File: src/rtl/jt10_adpcma_rom_if.sv
// ADPCM-A ROM interface: turns the channel driver's roe_n strobes into level
// requests on an external byte memory, with a one-deep request queue and an
// optional single-entry last-byte cache.
module jt10_adpcma_rom_if #(
    parameter int CACHE_EN = 1
) (
    input  logic        clk,
    input  logic        rst_n,
    input  logic [19:0] addr,
    input  logic [3:0]  bank,
    input  logic        roe_n,
    output logic [7:0]  datain,
    output logic [23:0] rom_addr,
    output logic        rom_req,
    input  logic        rom_ack,
    input  logic [7:0]  rom_data,
    output logic        late,
    input  logic        late_clr
);

    typedef enum logic [1:0] {
        ST_IDLE,
        ST_REQ,
        ST_HOLD
    } state_t;

    state_t      r_state;
    logic        r_roe_l;
    logic [23:0] r_pend_key;
    logic [23:0] r_q_key;
    logic        r_queued;
    logic        r_late;
    logic [7:0]  r_datain;
    logic [23:0] r_cache_key;
    logic [7:0]  r_cache_data;
    logic        r_cache_vld;

    state_t      w_state_nxt;
    logic [23:0] w_pend_nxt;
    logic [23:0] w_q_key_nxt;
    logic        w_queued_nxt;
    logic        w_late_nxt;
    logic [7:0]  w_datain_nxt;
    logic [23:0] w_cache_key_nxt;
    logic [7:0]  w_cache_data_nxt;
    logic        w_cache_vld_nxt;

    logic [23:0] w_key;
    logic        w_trig;
    logic        w_hit_key;
    logic        w_hit_q;
    logic        w_late_set;
    logic        w_serve;
    logic [23:0] w_serve_key;
    logic        w_serve_hit;

    assign w_key  = {bank, addr};
    assign w_trig = r_roe_l & ~roe_n;

    assign w_hit_key  = (CACHE_EN != 0) && r_cache_vld && (w_key == r_cache_key);
    assign w_hit_q    = (CACHE_EN != 0) && r_cache_vld && (r_q_key == r_cache_key);
    // A strobe is late whenever an earlier read is still in flight or waiting.
    assign w_late_set = w_trig && ((r_state != ST_IDLE) || r_queued);

    always_comb begin
        // NOTE: every variable gets a default before the case so no path leaves one unassigned (no latches).
        w_state_nxt      = r_state;
        w_pend_nxt       = r_pend_key;
        w_q_key_nxt      = r_q_key;
        w_queued_nxt     = r_queued;
        w_late_nxt       = late_clr ? 1'b0 : r_late;
        w_datain_nxt     = r_datain;
        w_cache_key_nxt  = r_cache_key;
        w_cache_data_nxt = r_cache_data;
        w_cache_vld_nxt  = r_cache_vld;
        w_serve          = 1'b0;
        w_serve_key      = w_key;
        w_serve_hit      = w_hit_key;

        case (r_state)
            ST_REQ: begin
                if (rom_ack) begin
                    w_datain_nxt     = rom_data;
                    w_cache_data_nxt = rom_data;
                    w_cache_key_nxt  = r_pend_key;
                    w_cache_vld_nxt  = 1'b1;
                    w_state_nxt      = ST_HOLD;
                end
                if (w_trig) begin
                    w_q_key_nxt  = w_key;
                    w_queued_nxt = 1'b1;
                end
            end
            ST_IDLE, ST_HOLD: begin
                w_state_nxt = ST_IDLE;
                // The queued read is older than a strobe arriving now, so it goes first.
                if (r_queued) begin
                    w_serve      = 1'b1;
                    w_serve_key  = r_q_key;
                    w_serve_hit  = w_hit_q;
                    w_queued_nxt = w_trig;
                    if (w_trig) begin
                        w_q_key_nxt = w_key;
                    end
                end else if (w_trig) begin
                    w_serve = 1'b1;
                end
            end
            default: begin
                w_state_nxt = ST_IDLE;
            end
        endcase

        if (w_serve) begin
            if (w_serve_hit) begin
                w_datain_nxt = r_cache_data;
            end else begin
                w_pend_nxt  = w_serve_key;
                w_state_nxt = ST_REQ;
            end
        end

        if (w_late_set) begin
            w_late_nxt = 1'b1;
        end
    end

    always_ff @(posedge clk or negedge rst_n) begin
        if (!rst_n) begin
            r_state     <= ST_IDLE;
            r_roe_l     <= 1'b1;
            r_pend_key  <= '0;
            r_queued    <= 1'b0;
            r_late      <= 1'b0;
            r_datain    <= '0;
            r_cache_vld <= 1'b0;
        end else begin
            // NOTE: non-blocking assignments so every register samples pre-edge values.
            r_state     <= w_state_nxt;
            r_roe_l     <= roe_n;
            r_pend_key  <= w_pend_nxt;
            r_queued    <= w_queued_nxt;
            r_late      <= w_late_nxt;
            r_datain    <= w_datain_nxt;
            r_cache_vld <= w_cache_vld_nxt;
        end
    end

    // NOTE: payload registers are not reset; r_cache_vld and r_queued gate every use of them.
    always_ff @(posedge clk) begin
        r_q_key      <= w_q_key_nxt;
        r_cache_key  <= w_cache_key_nxt;
        r_cache_data <= w_cache_data_nxt;
    end

    assign rom_req  = (r_state == ST_REQ);
    assign rom_addr = r_pend_key;
    assign datain   = r_datain;
    assign late     = r_late;

endmodule

File: config.mk
export PLATFORM = sky130hd
export DESIGN_NAME = jt10_adpcma_rom_if
export DESIGN_NICKNAME = d
export VERILOG_FILES = /design/src/rtl/jt10_adpcma_rom_if.sv
export SDC_FILE = /design/constraint.sdc
export NUM_CORES = 1
export LEC_CHECK = 0
export ABC_CLOCK_PERIOD_IN_PS = 3200
export BUFFER_PORTS_ARGS = -buffer_cell sky130_fd_sc_hd__buf_2
export CAP_MARGIN = 10
export CORE_UTILIZATION = 41
export DETAILED_ROUTE_END_ITERATION = 16
export SLEW_MARGIN = 20
export SYNTH_ARGS = -nofsm -noshare
export SYNTH_HDL_FRONTEND = slang
export SYNTH_SLANG_ARGS = --single-unit
File: constraint.sdc
create_clock -name clk -period 3.2 [get_ports clk]
set_clock_uncertainty 0.05 [all_clocks]
set_input_delay 0.96 -clock clk [delete_from_list [all_inputs] [get_ports clk]]
set_output_delay 0.96 -clock clk [all_outputs]
set_load 0.01 [all_outputs]
Word-level counts from Yosys, hierarchy flattened
Index checks and enable logic that the tools add are counted.
W data, S select, Z words.
{"block": "totals", "regBits": 94, "input_bits": 37, "word_cells": 55}
{"block": "op_classes", "n_reduce_logical": 13, "eq_ne": 6, "mux": 23, "n_bitwise": 3}
{"op": "$mux W24", "n": 4}
{"op": "$eq A24 B24 Y1", "n": 2}
{"op": "$pmux W24 S2", "n": 1}
{"op": "$mux W8", "n": 4}
{"op": "$mux W1", "n": 9}
{"op": "$mux W2", "n": 4}
{"op": "$reduce_and A2 Y1", "n": 4}
{"op": "$reduce_bool A2 Y1", "n": 3}
{"op": "$logic_and A1 B1 Y1", "n": 3}
{"op": "$eq A2 B1 Y1 const B", "n": 1}
{"op": "$eq A2 B2 Y1 const B", "n": 1}
{"op": "$logic_not A2 Y1", "n": 1}
{"op": "$ne A2 B1 Y1 const B", "n": 1}
{"op": "$ne A2 B2 Y1 const B", "n": 1}
{"op": "$not A1 Y1", "n": 2}
{"op": "$pmux W1 S2", "n": 1}
{"op": "$reduce_or A2 Y1", "n": 1}
{"op": "$and A1 B1 Y1", "n": 1}
{"op": "$logic_or A1 B1 Y1", "n": 1}

Logic depth before layout (Yosys ltp)
Gate-level depths: netlist (run 1).
{"block": "depth", "depth_word": 6, "ltp_mapped": 9, "ltp_nobuf": 6}

Worst setup path before layout (run 1)
Ideal clock, no wire load.
{"block": "synth_path", "kind": "input to register", "start": "input port rom_ack", "end": "register r_datain[0], in the netlist datain[0]", "path_slack_ns": 0.134, "setup_ns": 0.128, "cell_stages": 4, "n_path_buf": 1, "t_arrival_ns": 2.889, "required_time_ns": 3.022, "cell_sequence": "and2_1 -> clkbuf_1 -> mux2_2 -> mux2_1"}
{"block": "synth_via", "elab_chain_cells": 4}
{"item": "start, declared", "line": "15", "rtl": "input logic rom_ack,"}
{"item": "$mux W8 *", "line": "82", "rtl": "if (rom_ack) begin"}
{"item": "$mux W8 *", "line": "80", "rtl": "case (r_state)"}
{"item": "$mux W8", "line": "115", "rtl": "if (w_serve_hit) begin"}
{"item": "$mux W8 *", "line": "114", "rtl": "if (w_serve) begin"}
{"item": "named net w_datain_nxt[0]", "line": "43", "rtl": "logic [7:0] w_datain_nxt;"}
{"item": "end signal, assigned", "line": "144", "rtl": "r_datain <= w_datain_nxt;"}
{"item": "end, declared", "line": "33", "rtl": "logic [7:0] r_datain;"}
Mark *: on every way through the listed nets, which the timed path passes. The rest lies on a longest branch.
A chain may end at the register's enable or synchronous reset.

Final worst setup path (run 1)
{"block": "layout_path", "start": "input port addr[12]", "end": "register r_pend_key[2], in the netlist rom_addr[2]"}
{"block": "layout_via", "elab_chain_cells": 6}
{"item": "start, declared", "line": "9", "rtl": "input logic [19:0] addr,"}
{"item": "$eq A24 B24 Y1 *", "line": "60", "rtl": "assign w_hit_key = (CACHE_EN != 0) && r_cache_vld && (w_key == r_cache_key);"}
{"item": "$logic_and A1 B1 Y1 *", "line": "60"}
{"item": "$mux W1", "line": "97", "rtl": "if (r_queued) begin"}
{"item": "$mux W1 *", "line": "80"}
{"item": "$not A1 Y1 (no line) *"}
{"item": "$reduce_and A2 Y1 (no line) *"}
{"item": "end signal, assigned", "line": "141", "rtl": "r_pend_key <= w_pend_nxt;"}
{"item": "end, declared", "line": "29", "rtl": "logic [23:0] r_pend_key;"}
Every way passes the cells marked *; elsewhere a longest branch is shown, timed or not.

==> results.toml, run 1 <==
[outcome]
status = "completed"

[hold_path]
min_path_cells = 1
min_path_type = "flip-flop to flip-flop"

[cts]
cts_buffer_depth = 2
cts_resized = 0
cts_tree = "built"
htreeDepth = 3
clock_latency_ps = 350
cts.clk_slew.worst_paths_ps = 100
clockRootBuffer = "clkbuf_8"
clock-sinks = 94
cts_setup_buffers = 0
hold_buffers = 0
cts_buffers = 9

[synthesis]
yosys_warnings = 0
synth_area_um2 = 4170
synth_edf_count = 56
synth_top_cell_by_area = "edfxtp_1"
ys.flop_type = "edfxtp_1"
ys_seq_area_share_pct = 63.2
synth.distinct_cells = 30
synth.most_common_cell = "edfxtp_1"
avgSynthCellArea_um2 = 16.3
async_flop_share_pct = 40.4
syn-instance-count = 255
synthTopCellsByCount = "edfxtp_1, dfrtp_1, xor2_1, mux2_2, mux2_4"
synth_top_area_share_pct = 40.4
ys_ff_latch = 94
synthesis.nets = 292
synthTopCellsByArea = "edfxtp_1, dfrtp_1, mux2_2"

[setup_path]
ff2ff_path_depth = 7
worst_ep_arrival_time_ps = 2870
cp-end-kind = "flip-flop"
required_ps = 3390
startpoint_type = "primary input"
path_max_fanout = 19
setup.worst_path.class = "primary input to flip-flop"

[sta]
slew-limit-headroom_pct = 35.7
setup_viol = 0
hold_viol = 0
period_needed_ps = 2690
grt_setup_unrepaired = "false"
hold_slack_ps = 414
period_share_pct = 84.0
fin_tns_setup_ps = 0
max_freq_ghz = 0.372
final-max-slew-violation-count = 0
worst_slew_pin_slew_ps = 964

[finish]
diodes = 0
fillers = 941
num-nets-final = 370
stdcell_area_um2 = 4840
synthToLayoutAreaGrowth_pct = 16.2
drive_above_1_share_pct = 43.8
utilization_pct = 49.3

[power]
switching_power_uw = 1290
p_seq_share_pct = 49.0
p_clk_share_pct = 18.5
p_int_uw = 2730
irDropWorstVdd_mv = 0.378
p_leak_uw = 0.00196
pwr-share-comb_pct = 32.6
p_per_area_nw_per_um2 = 831
switching_share_pct = 32.1

[routing]
num_vias = 2287
drt_iter0_drc = 63
via_per_inst = 4.86
drtAntennaViolNets = 0
first_pass_iters = 4
wl_per_cell_um = 17.2
wl_mm = 8.11
drc_errors = 0

[global_route]
grt_pass1_vias = 2381
grt_max_degree = 39
antenna_found_initial = 0
grt.total_usage_pct = 16.4
grt-ovfl-total = 0
grt_pass1_wl_mm = 12.6

[job]
drv_cap = 0

[placement]
placed_area_um2 = 4660
port_buffers = 70
place.gp.congestion = 0.690
hpwlAfterDp_mm = 5.54

[floorplanning]
ios = 71
dieHeight_um = 103
num_rows = 36
coreArea_um2 = 9820
dieArea_um2 = 10600
die_w_um = 103
initial_utilization_pct = 42.4
## power groups by stage
stage	logic [uW]	clock network [uW]	registers, uW
CTS	1340	762	1980
detailed placement	1330	0	2000
global placement	1320	0	1990
finish	1310	743	1970
global route	1420	807	2020
floorplan	815	0	2050
## layout by cell type, fill, tap and decap left out, drive strengths merged, types with 5 or more instances in the layout
| cell | n |
|---|---|
| buf | 75 |
| clkbuf | 10 |
| dfrtp | 37 |
| edfxtp | 56 |
| inv | 6 |
| mux2 | 64 |
| nor2 | 5 |
| nor4 | 10 |
| xnor2 | 12 |
| xor2 | 36 |
## metal layers
| metal | global-route usage [%] | routed length [um] |
|---|---|---|
| met2 | 26.9 | 3940 |
| met5 | 0 | 0 |
| met4 | 3.90 | 31 |
| met3 | 5.29 | 393 |
| met1 | 21.2 | 3750 |
## state kept, by name (all words and copies together), names as in the netlist
register      flops
r_cache_vld       1
rom_addr         24
r_roe_l           1
r_state           2
r_queued          1
datain            8
r_cache_data      8
r_q_key          24
late              1
r_cache_key      24
## cell type report
type,instances,area [um^2],share of cell area (%)
Multi-Input combinational cell,150,1450,29.9
Clock inverter,6,43.8,0.905
Clock buffer,10,138,2.84
Tap cell,133,166,3.44
Sequential cell,94,2630,54.4
Timing Repair Buffer,75,400,8.28
Inverter,3,11.3,0.233
## final timing paths
kind                                                start                  endpoint  slack [ps]
worst max register to register  r_cache_key[12]$_DFFE_PP_   rom_addr[2]$_DFFE_PN0P_         810
max in group asynchronous                           rst_n      r_queued$_DFFE_PN0P_        1800
min in group asynchronous                           rst_n  rom_addr[19]$_DFFE_PN0P_         700
worst min register to register  r_cache_data[2]$_DFFE_PP_       datain[2]$_DFF_PN0_         410
worst min-delay path            r_cache_data[2]$_DFFE_PP_       datain[2]$_DFF_PN0_         410
worst max-delay path                             addr[12]   rom_addr[2]$_DFFE_PN0P_         510
## critical path, cell delays in order
cell      delay (ps)
buf_2            120
xor2_1           170
nor4_1           390
nand4_1          170
nor4_1           300
a2111o_1         200
buf_12           210
mux2_1           340
## through the flow
| step | std cells | power, uW | worst slack [ps] |
|---|---|---|---|
| after CTS | 471 | 4070 | 488 |
| after floorplan | 255 | 2870 | 134 |
| after global routing | 471 | 4250 | 373 |
| after detailed placement | 455 | 3330 | 116 |
| final | 471 | 4020 | 513 |
| after global placement | 455 | 3310 | 202 |
## kinds of logic after synthesis
group	share of synthesized area [%]
buffers and inverters	2.16
AOI/OAI and AO/OA	1.02
muxes	19.0
DFF	63.2
xor gates and xnor gates	10.1
and+or+nand+nor	4.48
(Power assumes the default switching activity.)
==> run 2: changes to the inputs <==
- ABC_CLOCK_PERIOD_IN_PS: 3200 -> 2500
- clock period: 3.2 -> 2.5 ns (I/O delays scaled with it)
==> run 2 against run 1 <==
  * Register-to-register slack got worse by 660 ps
  * Sequential power up 28%
  * Hold slack got worse by 140 ps
  * Setup slack worse by 420 ps
  * Clock-buffer cell count down 1
  * Final area up 4.4%
  * Combinational power increased by 34%
  * Cell count grew 4.7%
  * Largest cell class unchanged
  * Largest power group unchanged
  * Highest routed layer unchanged
==> results.toml, run 2 (synthesis results as in run 1) <==
[outcome]
status = "completed"

[global_route]
antenna_found_initial = 0
grt_max_degree = 20
grt.total_usage_pct = 17.4
grt_pass1_wl_mm = 13.4
grt-ovfl-total = 0
grt_pass1_vias = 2518

[cts]
clock-sinks = 94
clockRootBuffer = "clkbuf_8"
cts_buffer_depth = 2
cts.clk_slew.worst_paths_ps = 100
cts_tree = "built"
htreeDepth = 3
clock_latency_ps = 360
cts_buffers = 9

[floorplanning]
num_rows = 36
coreArea_um2 = 9820
ios = 71
die_w_um = 103
initial_utilization_pct = 42.4
dieArea_um2 = 10600
dieHeight_um = 103

[sta]
worst_slew_pin_slew_ps = 451
setup_viol = 0
grt_setup_unrepaired = "false"
max_freq_ghz = 0.415
fin_tns_setup_ps = 0
period_share_pct = 96.3
period_needed_ps = 2410
final-max-slew-violation-count = 0
hold_slack_ps = 269
slew-limit-headroom_pct = 69.9
hold_viol = 0

[routing]
first_pass_iters = 4
num_vias = 2369
wl_per_cell_um = 17.2
wl_mm = 8.49
drt_iter0_drc = 69
via_per_inst = 4.81
drc_errors = 0
drtAntennaViolNets = 0

[hold_path]
min_path_type = "primary input to async pin"

[finish]
diodes = 0
final_cell_mix = "buf_2, edfxtp_1, dfrtp_1"
drive_above_1_share_pct = 47.5
layout_commonest_cell = "buf_2"
finalNonFillerCells = 493
num-nets-final = 392
synthToLayoutAreaGrowth_pct = 21.2

[power]
p_leak_uw = 0.00208
irDropWorstVdd_mv = 0.436
p_per_area_nw_per_um2 = 1060

[setup_path]
required_ps = 2700
r2r_start = "r_cache_key[3]$_DFFE_PP_"
startpoint_type = "primary input"
ff2ff_path_depth = 7
r2r-end = "rom_addr[3]$_DFFE_PN0P_"
critPathLaunch = "addr[3]"
cp-end-kind = "flip-flop"
path_max_fanout = 8
setup.worst_path.class = "primary input to flip-flop"
worst_ep_arrival_time_ps = 2600
reg2reg_slack_ps = 150

[job]
drv_cap = 0

[placement]
hpwlAfterDp_mm = 6.16
dp_cells = 477
port_buffers = 70
place.gp.congestion = 0.760
==> run 2: worst max-delay path: stages <==
cell and delay [ps]:
buf_2 110, xor2_1 160, nor4_1 380, nand2_1 160, nor4_1 270, a2111o_1 210, buf_4 220, mux2_1 330
==> run 2: area by class of cell <==
class | count | area (um^2)
fillers | 907 | 4770
flip-flops and latches | 94 | 2630
multi-input cells | 150 | 1450
repair buffers | 97 | 578
well taps | 133 | 166
clock buffers | 9 | 124
clock inverters | 7 | 85.1
inverters | 3 | 11.3
==> run 2: routing by layer <==
metal  track usage [%]  up-vias  share of wire (%)
li1                  -     1135                  -
met4              5.85        0                1.3
met1              24.6     1175                 47
met3              3.19       11                3.6
met2              27.4       48                 48
met5                 0        -                  0
==> run 2: repair_timing <==
action                     CTS  global route
resized for setup            0             1
hold buffers                 0             0
setup endpoints to repair    0             2
buffers inserted             0             0
==> run 2: worst max path at each step <==
| stage | cells after the start | slack, ps | endpoint |
|---|---|---|---|
| after floorplan | 8 | 80 | rom_addr[10]$_DFFE_PN0P_ |
| after global placement | 8 | -220 | rom_addr[3]$_DFFE_PN0P_ |
| after detailed placement | 8 | -330 | rom_addr[3]$_DFFE_PN0P_ |
| after CTS | 8 | 60 | rom_addr[3]$_DFFE_PN0P_ |
| after global routing | 7 | 20 | rom_addr[3]$_DFFE_PN0P_ |
| final | 8 | 90 | rom_addr[3]$_DFFE_PN0P_ |
==> run 2: per-stage QoR <==
stage	power [uW]	utilization (%)	cell area, um^2	setup slack, ps
after floorplan	3670	-	4170	82.0
after global placement	4300	49.2	4830	-216
after detailed placement	4330	49.2	4830	-325
after CTS	5400	51.4	5040	55.8
after global routing	5640	51.4	5050	22.6
final	5340	51.4	5050	93.1
==> run 2: where the power goes <==
| part | total, uW | switching (uW) | internal [uW] | leakage (uW) |
|---|---|---|---|---|
| sequential | 2520 | 321 | 2200 | 0.000962 |
| clock | 1060 | 576 | 488 | 0.000108 |
| combinational | 1750 | 814 | 936 | 0.00101 |
| total | 5340 | 1710 | 3630 | 0.00208 |
==> run 3: changes to the inputs <==
- PLACE_DENSITY: not set -> 0.7
==> run 3 against run 2 <==
  * The run now ends with setup timing left
  * Utilization is 0.17 points higher
  * Sequential share of layout area decreased by 0.17 points
  * Critical path depth grew 1
  * Critical path type unchanged
==> results.toml, run 3 (synthesis results as in run 1) <==
[global_route]
grt-ovfl-total = 0
grt_pass1_wl_mm = 13.2
grt_max_degree = 39
grt_pass1_vias = 2509
grt.total_usage_pct = 17.2
antenna_found_initial = 0

[routing]
drc_errors = 0
num_vias = 2351
drtAntennaViolNets = 0
first_pass_iters = 4
wl_mm = 8.37
wl_per_cell_um = 17.3
drt_iter0_drc = 79
via_per_inst = 4.85

[sta]
grt_setup_unrepaired = "true"
worst_slew_pin_slew_ps = 527
hold_viol = 0
slew-limit-headroom_pct = 64.9
period_share_pct = 101
setup_viol = 7
final-max-slew-violation-count = 0
max_freq_ghz = 0.396
fin_ws_ps = -23.8
period_needed_ps = 2520

[setup_path]
path_common_cell = "nor4_2"
setup.worst_path.class = "primary input to flip-flop"
required_ps = 2670
cp_top_family = "simple AND/OR/NAND/NOR gates"
r2r-end = "rom_addr[10]$_DFFE_PN0P_"
crit_path_max_incr_delay_ps = 330
cp-end-kind = "flip-flop"
crit_path_cell_trace = "buf_8 > xor2_1 > nor4_2 > buf_4 > nand4_1 > nor4_2 > a2111o_1 > buf_6 > mux2_4"
ff2ff_path_depth = 8
worst_ep_arrival_time_ps = 2690
reg2reg_slack_ps = 10
cp_slowest_cell = "nor4_2"
startpoint_type = "primary input"
cp_num_buf_inv = 3
r2r_start = "r_cache_key[7]$_DFFE_PP_"
path_max_fanout = 8

[placement]
dp_cells = 468
hpwlAfterDp_mm = 5.82
placed_area_um2 = 4750
port_buffers = 70
place.gp.congestion = 0.783

[floorplanning]
die_w_um = 103
initial_utilization_pct = 42.4
num_rows = 36
ios = 71
dieArea_um2 = 10600
dieHeight_um = 103
coreArea_um2 = 9820

[cts]
cts_buffers = 9
clock-sinks = 94
clock_latency_ps = 340
cts_buffer_depth = 2
cts.clk_slew.worst_paths_ps = 80
clockRootBuffer = "clkbuf_8"
cts_tree = "built"
htreeDepth = 3
hold_buffers = 0

[power]
p_seq_share_pct = 46.6
switching_power_uw = 1640
irDropWorstVdd_mv = 0.573
p_leak_uw = 0.00208
p_clk_share_pct = 20.5
p_per_area_nw_per_um2 = 1070
switching_share_pct = 30.1
pwr-share-comb_pct = 32.9
p_int_uw = 3800

[outcome]
violations = "setup timing"
status = "finished, violations left"

[hold_path]
min_path_type = "primary input to async pin"

[finish]
layout_commonest_cell = "buf_2"
final_cell_mix = "buf_2, edfxtp_1, dfrtp_1"
stdcell_area_um2 = 5070
finalNonFillerCells = 485
num-nets-final = 384
utilization_pct = 51.6
diodes = 0
synthToLayoutAreaGrowth_pct = 21.6
fillers = 874
drive_above_1_share_pct = 48.0

[job]
drv_cap = 0
run 3: power groups by stage:
stage | clock (uW) | combinational [uW] | sequential, uW
finish | 1110 | 1790 | 2530
global route | 1190 | 1950 | 2590
CTS | 1140 | 1740 | 2540
detailed placement | 0 | 1720 | 2570
global placement | 0 | 1700 | 2550
floorplan | 0 | 1050 | 2620
run 3: worst reg2reg max path: cells and delay by family, from the launching register on:
kind                   cells  cell delay, ps
buffers and inverters      2             360
flip-flops                 1             450
XOR/XNOR                   1             180
multiplexers               1             310
AO/OA/AOI/OAI              1             280
AND/OR/NAND/NOR            3             750
run 3: timing repair:
action / 4_1_cts / 5_1_grt
pin swaps: 1 / 5
setup buffers: 0 / 1
resized for setup: 1 / 16
endpoints found under the setup margin: 9 / 24
run 3: cell type report:
class	instances	area, um^2	share of cell area, %
timing repair buffer	89	541	10.7
clock inverter	4	68.8	1.36
clock buffer	12	155	3.06
sequential	94	2630	52.0
tap	133	166	3.28
inverter	3	11.3	0.222
multi-input combinational	150	1490	29.4
run 3: metal layers:
metal | vias to the layer above | part of all wire (%) | track usage (%)
met5 | - | 0 | 0
met4 | 0 | 1.2 | 5.20
met3 | 10 | 5.1 | 3.32
met2 | 66 | 48 | 27.6
met1 | 1166 | 46 | 23.7
li1 | 1109 | - | -
run 3: worst max path at each step:
| stage | start | end | slack, ps | depth (start not counted) |
|---|---|---|---|---|
| 6_report | addr[7] | rom_addr[10]$_DFFE_PN0P_ | -20 | 9 |
| 5_1_grt | addr[7] | rom_addr[10]$_DFFE_PN0P_ | -120 | 9 |
| 4_1_cts | addr[12] | rom_addr[0]$_DFFE_PN0P_ | -10 | 9 |
| 3_5_place_dp | addr[12] | rom_addr[2]$_DFFE_PN0P_ | -390 | 9 |
| 3_3_place_gp | addr[12] | rom_addr[0]$_DFFE_PN0P_ | -310 | 9 |
| 2_1_floorplan | addr[18] | rom_addr[10]$_DFFE_PN0P_ | 80 | 8 |
run 3: through the flow:
| stage | hold WS (ps) | setup slack [ps] | total power (uW) | TNS [ps] |
|---|---|---|---|---|
| final | 416 | -23.8 | 5430 | -109 |
| after global routing | 447 | -120 | 5740 | -2030 |
| after CTS | 424 | -10.9 | 5420 | -20.5 |
| after detailed placement | 405 | -393 | 4290 | -10000 |
| after global placement | 401 | -306 | 4250 | -7950 |
| after floorplan | 389 | 82.0 | 3670 | 0 |
